## src/rtl/updown_counter_param.sv

```systemverilog
// rtl/updown_counter_param.sv - parametrised up/down counter with wrap/saturate, terminal count and 7-seg glyphs
module updown_counter_param #(
  parameter int WIDTH    = 4,
  parameter int MAX_VAL  = 2**WIDTH - 1,
  parameter bit SATURATE = 1'b0
) (
  input  logic             CLK,
  input  logic             rst,
  input  logic             en,
  input  logic             up,
  input  logic             load,
  input  logic [WIDTH-1:0] load_val,
  output logic [WIDTH-1:0] out,
  output logic             tc,
  output logic             dir,
  output logic [6:0]       segment,
  output logic             digit,
  output logic [6:0]       hex_seg
);

  localparam logic [1:0] S_IDLE = 2'd0;
  localparam logic [1:0] S_UP   = 2'd1;
  localparam logic [1:0] S_DOWN = 2'd2;

  localparam logic [WIDTH-1:0] MAX   = WIDTH'(MAX_VAL);
  localparam logic [6:0]       SEG_U = 7'b0111110;
  localparam logic [6:0]       SEG_D = 7'b1011110;

  logic [1:0]       state, state_nxt;
  logic [WIDTH-1:0] out_nxt;
  logic             tc_nxt, dir_nxt;
  logic [6:0]       seg_nxt;

  always_comb begin
    out_nxt   = out;
    tc_nxt    = 1'b0;
    dir_nxt   = dir;
    state_nxt = state;
    if (load) begin
      out_nxt = (load_val > MAX) ? MAX : load_val;
    end else if (en) begin
      dir_nxt   = up;
      state_nxt = up ? S_UP : S_DOWN;
      if (up) begin
        if (out >= MAX) begin
          tc_nxt  = 1'b1;
          out_nxt = SATURATE ? out : '0;
        end else begin
          out_nxt = out + 1'b1;
        end
      end else begin
        if (out == '0) begin
          tc_nxt  = 1'b1;
          out_nxt = SATURATE ? out : MAX;
        end else begin
          out_nxt = out - 1'b1;
        end
      end
    end
  end

  // Glyph follows the next state so segment and digit move on the same edge.
  always_comb begin
    seg_nxt = 7'b0000000;
    case (state_nxt)
      S_UP:    seg_nxt = SEG_U;
      S_DOWN:  seg_nxt = SEG_D;
      default: seg_nxt = 7'b0000000;
    endcase
  end

  always_ff @(posedge CLK) begin
    if (rst) begin
      out     <= '0;
      tc      <= 1'b0;
      dir     <= 1'b0;
      state   <= S_IDLE;
      segment <= 7'b0000000;
      digit   <= 1'b0;
    end else begin
      out     <= out_nxt;
      tc      <= tc_nxt;
      dir     <= dir_nxt;
      state   <= state_nxt;
      segment <= seg_nxt;
      digit   <= |seg_nxt;
    end
  end

  always_comb begin
    hex_seg = 7'h00;
    case (out[3:0])
      4'h0: hex_seg = 7'h3F;
      4'h1: hex_seg = 7'h06;
      4'h2: hex_seg = 7'h5B;
      4'h3: hex_seg = 7'h4F;
      4'h4: hex_seg = 7'h66;
      4'h5: hex_seg = 7'h6D;
      4'h6: hex_seg = 7'h7D;
      4'h7: hex_seg = 7'h07;
      4'h8: hex_seg = 7'h7F;
      4'h9: hex_seg = 7'h6F;
      4'hA: hex_seg = 7'h77;
      4'hB: hex_seg = 7'h7C;
      4'hC: hex_seg = 7'h39;
      4'hD: hex_seg = 7'h5E;
      4'hE: hex_seg = 7'h79;
      4'hF: hex_seg = 7'h71;
      default: hex_seg = 7'h00;
    endcase
  end

endmodule

```

## config.mk

```make
export PLATFORM = sky130hd
export DESIGN_NAME = updown_counter_param
export DESIGN_NICKNAME = d
export VERILOG_FILES = /design/src/rtl/updown_counter_param.sv
export SDC_FILE = /design/constraint.sdc
export NUM_CORES = 1
export LEC_CHECK = 0
export ABC_AREA = 1
export CAP_MARGIN = 20
export CORE_MARGIN = 2
export CORE_UTILIZATION = 49
export DETAILED_ROUTE_END_ITERATION = 6
export HOLD_SLACK_MARGIN = 0.03
export PLACE_DENSITY_LB_ADDON = 0.12
export SYNTH_ARGS = -nofsm -noshare
export SYNTH_HDL_FRONTEND = slang
export SYNTH_SLANG_ARGS = --single-unit
export TNS_END_PERCENT = 10
```

## constraint.sdc

```tcl
create_clock -name CLK -period 2.5 [get_ports CLK]
set_input_delay 0.5 -clock CLK [delete_from_list [all_inputs] [get_ports CLK]]
set_output_delay 0.5 -clock CLK [all_outputs]
set_load 0.01 [all_outputs]
```

=== After elaboration in Yosys (flattened, before gate mapping) ===
Memory sizes are Yosys's and may differ from the RTL's. A register that Yosys moved wholly into a read port is not among the register bits.
Cells that the tools add are included.

* Register bits after elaboration: 16
* Bits in read-only memories: 112
* Input bits: 9
* Output and inout port bits: 21
* Word-level logic and storage cells: 35
* Memories: 1

{| class="wikitable"
|+ Memories
! name !! words !! width !! read ports !! clocked after Yosys merged registers in !! write ports !! line !! source
|-
| (no name shown) || 16 || 7 || 1 || 1 || 0 || 92 || <nowiki>case (out[3:0])</nowiki>
|}

* Add/subtract/negate cells: 2
* $lt $le $gt $ge: 2
* Equal/unequal tests: 2
* Muxes and demuxes: 15
* Bitwise logic cells: 2
* Reduce and logical (&&, ||, !) cells: 5

{| class="wikitable"
|+ Operators with widths
! cell !! count
|-
| two-way mux 4 bit || 8
|-
| one-hot mux 7 bit (2 select lines) || 1
|-
| OR reduction 7 bit || 1
|-
| two-way mux 2 bit || 3
|-
| adder 4 x 1 -> 4 bit, second input constant || 1
|-
| >= comparator 4 bit, second input constant || 1
|-
| > comparator 4 bit, second input constant || 1
|-
| zero test 4 bit || 1
|-
| subtractor 4 x 1 -> 4 bit, second input constant || 1
|-
| two-way mux 1 bit || 3
|-
| OR reduction 3 bit || 1
|-
| equality test 2 x 1 -> 1 bit, second input constant || 1
|-
| equality test 2 bit, second input constant || 1
|-
| inverter 1 bit || 2
|-
| AND reduction 2 bit || 1
|-
| nonzero test 2 bit || 1
|}

=== Depth between registers and ports, before layout ===
Gate-level depths: netlist (run 1).

* Depth in word-level cells: 7
* Depth in mapped cells: 16

=== Least setup slack after synthesis (run 1) ===
OpenSTA, ideal clock, no wires.

* Kind: reg2reg
* Start: register out[0]
* End: register hex_seg[0] (netlist name)
* Setup time: 0.058 ns
* Arrival time: 1.787 ns
* Slack: 0.655 ns
* Stages on the path, launching flop included: 17
* Path buffers: 0
* Period minus slack after synthesis: 1.845 ns
* Cells stage by stage: dfxtp_1 inv_1 ha_1 inv_1 nor2_1 nand2_1 nand2_1 nand2_1 nand2_1 nand2_2 inv_1 ha_1 inv_1 nand3_1 nand2_1 nand3_1 nand2_1

* Word-level cells in the longest chain between the ends: 7

{| class="wikitable"
|+ Ends and longest elaborated chain
! item !! line !! source
|-
| from (decl) || 13 || <nowiki>output logic [WIDTH-1:0] out,</nowiki>
|-
| from (signal assigned) || 81 || <nowiki>out <= out_nxt;</nowiki>
|-
| subtractor 4 x 1 -> 4 bit, or another cell as far along || 56 || <nowiki>out_nxt = out - 1'b1;</nowiki>
|-
| two-way mux 4 bit (on tied branches) || 52, 45 ||
|-
| two-way mux 4 bit || 44 || <nowiki>if (up) begin</nowiki>
|-
| two-way mux 4 bit || 41 || <nowiki>end else if (en) begin</nowiki>
|-
| two-way mux 4 bit || 39 || <nowiki>if (load) begin</nowiki>
|-
| two-way mux 4 bit (no source line) (*) (2 in series) || -- ||
|}

Every way passes the cells marked *; elsewhere a longest branch is shown, timed or not. The select of a mux whose other input is x is not followed.
A chain may end at the register's enable or synchronous reset.

=== Worst setup path after layout (run 1) ===
* Start: register out[0]
* End: register hex_seg[0] (netlist name)

* Word-level cells in the longest chain between the ends: 7

{| class="wikitable"
|+ Ends and longest elaborated chain
! item !! line
|-
| subtractor 4 x 1 -> 4 bit, or another cell as far along || 56
|-
| two-way mux 4 bit (on tied branches) || 52, 45
|-
| two-way mux 4 bit || 44
|-
| two-way mux 4 bit || 41
|-
| two-way mux 4 bit || 39
|-
| two-way mux 4 bit (no source line) (*) (2 in series) || --
|}

Marked as above.

==> flow_metrics.env, run 1 <==
export IMPL_root_buffer="clkbuf_4"
export IMPL_p_per_area_nw_per_um2=513.4
export IMPL_netlist_instances=175
export IMPL_required_ns=2.75
export IMPL_report_final_slew_viol_count=0
export IMPL_h_tree_depth=1
export IMPL_synthToLayoutAreaGrowth_pct=25.15
export IMPL_num_vias=1123
export IMPL_num_rows=18
export IMPL_wl_per_cell_um=10.71
export IMPL_crit_family="simple AND/OR/NAND/NOR gates"
export IMPL_antenna_found_initial=0
export IMPL_routabilityCongestion=0.8967
export IMPL_whs_path_depth=2
export IMPL_drc=0
export IMPL_cts_resized=0
export IMPL_fin_setup_tns_ns=0
export IMPL_cp_start_kind="flop"
export IMPL_drt_pass1_iterations=4
export IMPL_detail_route_antenna_nets=0
export IMPL_clockBufferDepth=2
export IMPL_combPwrFrac_pct=33.5
export IMPL_power_switching_w=0.0002534
export IMPL_skew_ns=0.006519
export IMPL_ctsHoldBuffers=0
export IMPL_initial_core_util_pct=50.78
export IMPL_leakage_nw=0.7599
export IMPL_vdd_drop_max_v=0.0002766
export IMPL_core_area_um2=2410
export IMPL_rr_worst_depth=16
export IMPL_clock_latency_ns=0.30
export IMPL_cp_arrival_ns=2.33
export IMPL_cts_made_buffers=3
export IMPL_hp_class="flop to flop"
export IMPL_crit_path_end_kind="flop"
export IMPL_die_h_um=53.97
export IMPL_crit_path_max_fanout=7
export IMPL_hold_end="dir"
export IMPL_swShare_pct=32.23
export IMPL_synth_seq_cells=18
export IMPL_timing_fmax_mhz=480.3
export IMPL_crit_path_max_incr_delay_ns=0.48
export IMPL_synth_area_um2=1224
export IMPL_grt_ovfl_total=0
export IMPL_r2r_start="out[0]"
export IMPL_grt_total_usage_pct=19.00
export IMPL_critical_path_class="flop to flop"
export IMPL_num_antenna_cells=0
export IMPL_synth_distinct_cells=26
export IMPL_intPower_w=0.0005328
export IMPL_grt_pass1_vias=958
export IMPL_maxCapViolCount=0
export IMPL_r2r_slack_ns=0.42
export IMPL_r2r_end="hex_seg[0]"
export IMPL_hold_viol=0
export IMPL_ioPinCount=30
export IMPL_drtIter0Drc=36
export IMPL_port_buffers=28
export IMPL_status="complete, no violations"
export IMPL_nets=222
export IMPL_syn_nets=195
export IMPL_grt_max_degree=12
export IMPL_crit_path_top_delay_cell="dfxtp_1"
export IMPL_layout_drive_gt1_share_pct=12.94
export IMPL_p_clk_share_pct=23.7
export IMPL_synth_seq_area_share_pct=29.45
export IMPL_yosysTopAreaCell="dfxtp_1"
export IMPL_rsz0062_at_grt="no"
export IMPL_die_area_um2=2913
export IMPL_cpMostUsedCell="nand2_1"
export IMPL_netlist_area_leader_share_pct=29.45
export IMPL_viasPerCell=4.861
export IMPL_dp_hpwl_mm=1.917
export IMPL_dieWidth_um=53.97
export IMPL_min_from="dir"
export IMPL_seqPwrFrac_pct=42.9
export IMPL_avgSynthCellArea_um2=6.992
export IMPL_wl_mm=2.474
export IMPL_cts_setup_buffers=0
export IMPL_synth_area_leaders="dfxtp_1 (29%), nand2_1 (18%), ha_1 (11%)"
export IMPL_grt_pass1_wl_mm=4.008
export IMPL_clock_sinks=18
export IMPL_finalCoreUtilization_pct=63.55
export IMPL_crit_chain="inv_1 > ha_1 > inv_1 > nor2_1 > nand2_1 > nand2_1 > nand2_1 > nand2_1 > nand2_2 > inv_1 > ha_1 > inv_1 > nand3_1 > nand2_1 > nand3_1 > nand2_1"
export IMPL_cts_clk_slew_worst_paths_ns=0.11
export IMPL_fin_crit_sh_pct=83.28
export IMPL_yosys_warnings=0
export IMPL_setup_viol=0
export IMPL_path_buf_inv=4
export IMPL_tritoncts="yes"
export IMPL_fin_crit_ns=2.082
[cells in the final DEF (no fill, tap or decap), types with 3 or more instances in the layout]
master           netlist  routed
clkbuf_4               0       3
clkdlybuf4s50_1        0      28
dfxtp_1               18      18
ha_1                  11      11
inv_1                 19      19
inv_2                  5       5
nand2_1               58      58
nand2_2                6       6
nand2_4                4       4
nand3_1               20      20
nand4_1                3       3
nor2_1                 9       9
[layout make-up]
class                      instances  area, µm²
inverter                          24      90.09
tap                               30      37.54
multi-input combinational        125      711.9
timing repair buffer              30      295.3
sequential                        18      360.3
clock buffer                       4      36.28
fill                             212      878.3
[synth_stat cells (all sizes together)]
library cell / instances
nor3: 1
o21ai: 1
nor2: 11
nand3b: 1
a22o: 1
xnor2: 1
buf: 8
inv: 24
ha: 11
nand3: 22
a22oi: 1
dfxtp: 18
a21oi: 2
nand2: 69
conb: 1
nand4: 3
[how the worst max path moves through the flow]
stage | end | start | cells after the start
2_1_floorplan | hex_seg[0] | out[0] | 16
3_3_place_gp | hex_seg[3] | load | 12
3_5_place_dp | hex_seg[0] | load | 14
4_1_cts | hex_seg[0] | out[0] | 16
5_1_grt | hex_seg[0] | out[0] | 14
6_report | hex_seg[0] | out[0] | 16
[logic make-up after synthesis]
| family | synth area share, % |
|---|---|
| AOI/OAI and AO/OA | 2.556 |
| xor gates and xnor gates | 0.7159 |
| adders and majority gates | 11.25 |
| buffers and inverters | 12.37 |
| DFF | 29.45 |
| other | 0.3065 |
| and+or+nand+nor | 43.35 |
[power by group through the flow]
stage / Combinational (W) / Clock [W] / Sequential [W]
2_1_floorplan: 0.000154 / 0 / 0.000353
3_3_place_gp: 0.000258 / 0 / 0.000342
3_5_place_dp: 0.000263 / 0 / 0.000344
4_1_cts: 0.000264 / 0.000192 / 0.000337
5_1_grt: 0.000295 / 0.000202 / 0.000342
6_report: 0.000263 / 0.000186 / 0.000337
[registers in the layout, indices dropped and copies added (netlist names)]
name and count:
hex_seg 7, out 4, segment 3, state 2, dir 1, tc 1
[metal layers]
metal	vias up	share of wire [%]	track usage, %
met1	497	48	24.29
met5	-	0	0
met3	4	6.0	3.333
met4	0	1.6	7.917
met2	33	44	31.30
li1	589	-	-
[tightest hold or removal path, delay by kind of cell (launching register included)]
| family | cells | cell delay (ns) |
|---|---|---|
| AND/OR/NAND/NOR | 1 | 0.06 |
| flip-flops | 1 | 0.33 |
| AO/OA/AOI/OAI | 1 | 0.06 |
[per-stage QoR]
stage	power (W)	setup WS [ns]	instance area [µm²]	hold slack [ns]	std cells
5_1_grt	0.0008387	0.1270	1531	0.5185	231
3_5_place_dp	0.0006069	0.1420	1495	0.4638	227
3_3_place_gp	0.0006004	0.1869	1495	0.4500	227
6_report	0.0007862	0.4181	1531	0.4762	231
4_1_cts	0.0007936	0.4098	1531	0.4811	231
2_1_floorplan	0.0005071	0.6555	1224	0.4876	175
Power figures use the tool's default switching activity.
==> run 2: changes to the inputs <==
clock period = 2.15 ns   (was 2.5 ns; I/O delays follow)
==> flow_metrics.env, run 2 (synthesized netlist as in run 1, its figures left out) <==
export IMPL_vdd_drop_max_v=0.0004442
export IMPL_layout_cells_non_filler=244
export IMPL_cts_setup_buffers=0
export IMPL_viasPerCell=4.865
export IMPL_finalCoreUtilization_pct=67.76
export IMPL_mostFrequentLayoutCells="nand2_1 (58), clkdlybuf4s50_1 (28), nand3_1 (20)"
export IMPL_grt_ovfl_total=0
export IMPL_fin_crit_sh_pct=92.09
export IMPL_wl_mm=2.646
export IMPL_largest_reg_flops=7
export IMPL_path_buf_inv=3
export IMPL_cts_resized=0
export IMPL_num_antenna_cells=0
export IMPL_cp_start_kind="input port"
export IMPL_r2r_slack_ns=0.22
export IMPL_status="complete, no violations"
export IMPL_crit_path_top_delay_cell="clkdlybuf4s50_1"
export IMPL_clockBufferDepth=2
export IMPL_hold_viol=0
export IMPL_synthToLayoutAreaGrowth_pct=33.44
export IMPL_ioPinCount=30
export IMPL_dp_slack_ns=-0.08324
export IMPL_crit_path_max_fanout=4
export IMPL_num_rows=18
export IMPL_p_clk_share_pct=18.3
export IMPL_report_final_slew_viol_count=0
export IMPL_num_vias=1187
export IMPL_rsz0062_at_grt="no"
export IMPL_stdcell_area_um2=1633
export IMPL_critical_path_class="input port to flop"
export IMPL_dieWidth_um=53.97
export IMPL_dp_cells=241
export IMPL_grt_total_usage_pct=20.01
export IMPL_crit_path_end_kind="flop"
export IMPL_leakage_nw=0.8174
export IMPL_grt_pass1_vias=1006
export IMPL_cpMostUsedCell="nand2_1"
export IMPL_port_buffers=28
export IMPL_detail_route_antenna_nets=0
export IMPL_intPower_w=0.0006036
export IMPL_core_area_um2=2410
export IMPL_cts_made_buffers=3
export IMPL_cts_clk_slew_worst_paths_ns=0.10
export IMPL_grt_pass1_wl_mm=4.291
export IMPL_maxCapViolCount=0
export IMPL_worst_slack_ns=0.1701
export IMPL_ctsHoldBuffers=0
export IMPL_tritoncts="yes"
export IMPL_crit_chain="clkdlybuf4s50_1 > nand2_1 > nor2_1 > nor2_1 > nand2_1 > nand2_1 > nand2_2 > inv_1 > ha_1 > inv_1 > nand3_1 > nand2_1 > nand2_1 > nand2_1"
export IMPL_fin_crit_ns=1.980
export IMPL_initial_core_util_pct=50.78
export IMPL_place_area_um2=1600
export IMPL_swShare_pct=32.15
export IMPL_antenna_found_initial=0
export IMPL_drt_pass1_iterations=5
export IMPL_final_common_cell="nand2_1"
export IMPL_skew_ns=0.006461
export IMPL_timing_fmax_mhz=505.1
export IMPL_clock_sinks=18
export IMPL_routabilityCongestion=0.8641
export IMPL_required_ns=2.39
export IMPL_combPwrFrac_pct=38.0
export IMPL_seqPwrFrac_pct=43.7
export IMPL_clock_latency_ns=0.29
export IMPL_crit_path_max_incr_delay_ns=0.55
export IMPL_fin_setup_tns_ns=0
export IMPL_layout_drive_gt1_share_pct=20.56
export IMPL_hp_class="flop to flop"
export IMPL_root_buffer="clkbuf_4"
export IMPL_drc=0
export IMPL_die_area_um2=2913
export IMPL_power_switching_w=0.0002861
export IMPL_setup_viol=0
export IMPL_h_tree_depth=1
export IMPL_cp_arrival_ns=2.22
export IMPL_nets=236
export IMPL_dp_hpwl_mm=2.084
export IMPL_wl_per_cell_um=10.84
export IMPL_p_per_area_nw_per_um2=544.9
export IMPL_grt_max_degree=10
export IMPL_drtIter0Drc=28
export IMPL_die_h_um=53.97
export IMPL_crit_family="simple AND/OR/NAND/NOR gates"
-- run 2: changes by cell type in the layout (fill, tap and decap cells not counted), sizes merged --
cell    previous run  this run
buf                2        16
clkbuf             4         3
-- run 2: worst paths after layout --
kind,cells past startpoint,endpoint,start
max,14,hex_seg[0],up
min,2,dir,dir
max reg2reg,16,hex_seg[0],out[0]
min reg2reg,2,dir,dir
-- run 2: cell type report --
type / instances / area (µm²)
tap: 30 / 37.54
sequential: 18 / 362.8
multi-input combinational: 125 / 719.4
inverter: 24 / 90.09
fill: 213 / 777.0
clock buffer: 3 / 22.52
timing repair buffer: 44 / 400.4
-- run 2: power by group through the flow --
stage / sequential (W) / clock, W / combinational, W
5_1_grt: 0.000393 / 0.000181 / 0.000376
3_3_place_gp: 0.000395 / 0 / 0.000328
2_1_floorplan: 0.000410 / 0 / 0.000179
6_report: 0.000389 / 0.000163 / 0.000338
3_5_place_dp: 0.000396 / 0 / 0.000336
4_1_cts: 0.000389 / 0.000169 / 0.000337
-- run 2: routing by layer --
| metal | vias to the layer above | wire, µm | track usage [%] |
|---|---|---|---|
| li1 | 616 | - | - |
| met1 | 520 | 1203 | 26.60 |
| met2 | 46 | 1245 | 32.93 |
| met3 | 5 | 165 | 3.333 |
| met4 | 0 | 32 | 6.250 |
| met5 | - | 0 | 0 |
-- run 2: stage by stage --
stage / hold slack, ns / power, W
floorplan: 0.4876 / 0.0005897
global placement: 0.4489 / 0.0007236
detailed placement: 0.4619 / 0.0007324
CTS: 0.4750 / 0.0008944
global route: 0.5169 / 0.0009501
finish: 0.4715 / 0.0008897
-- run 2: worst reg2reg max path, delay by kind of cell, from the launching register on --
kind | cells | cell delay [ns]
fa+ha+maj | 2 | 0.41
simple gates | 10 | 0.66
buf+inv | 4 | 0.39
flops | 1 | 0.40
==> run 3: changes to the inputs <==
SLEW_MARGIN = 20   (was not set)
==> results of run 3 <==
Final layout, timing and power as in run 2 (identical DEF).
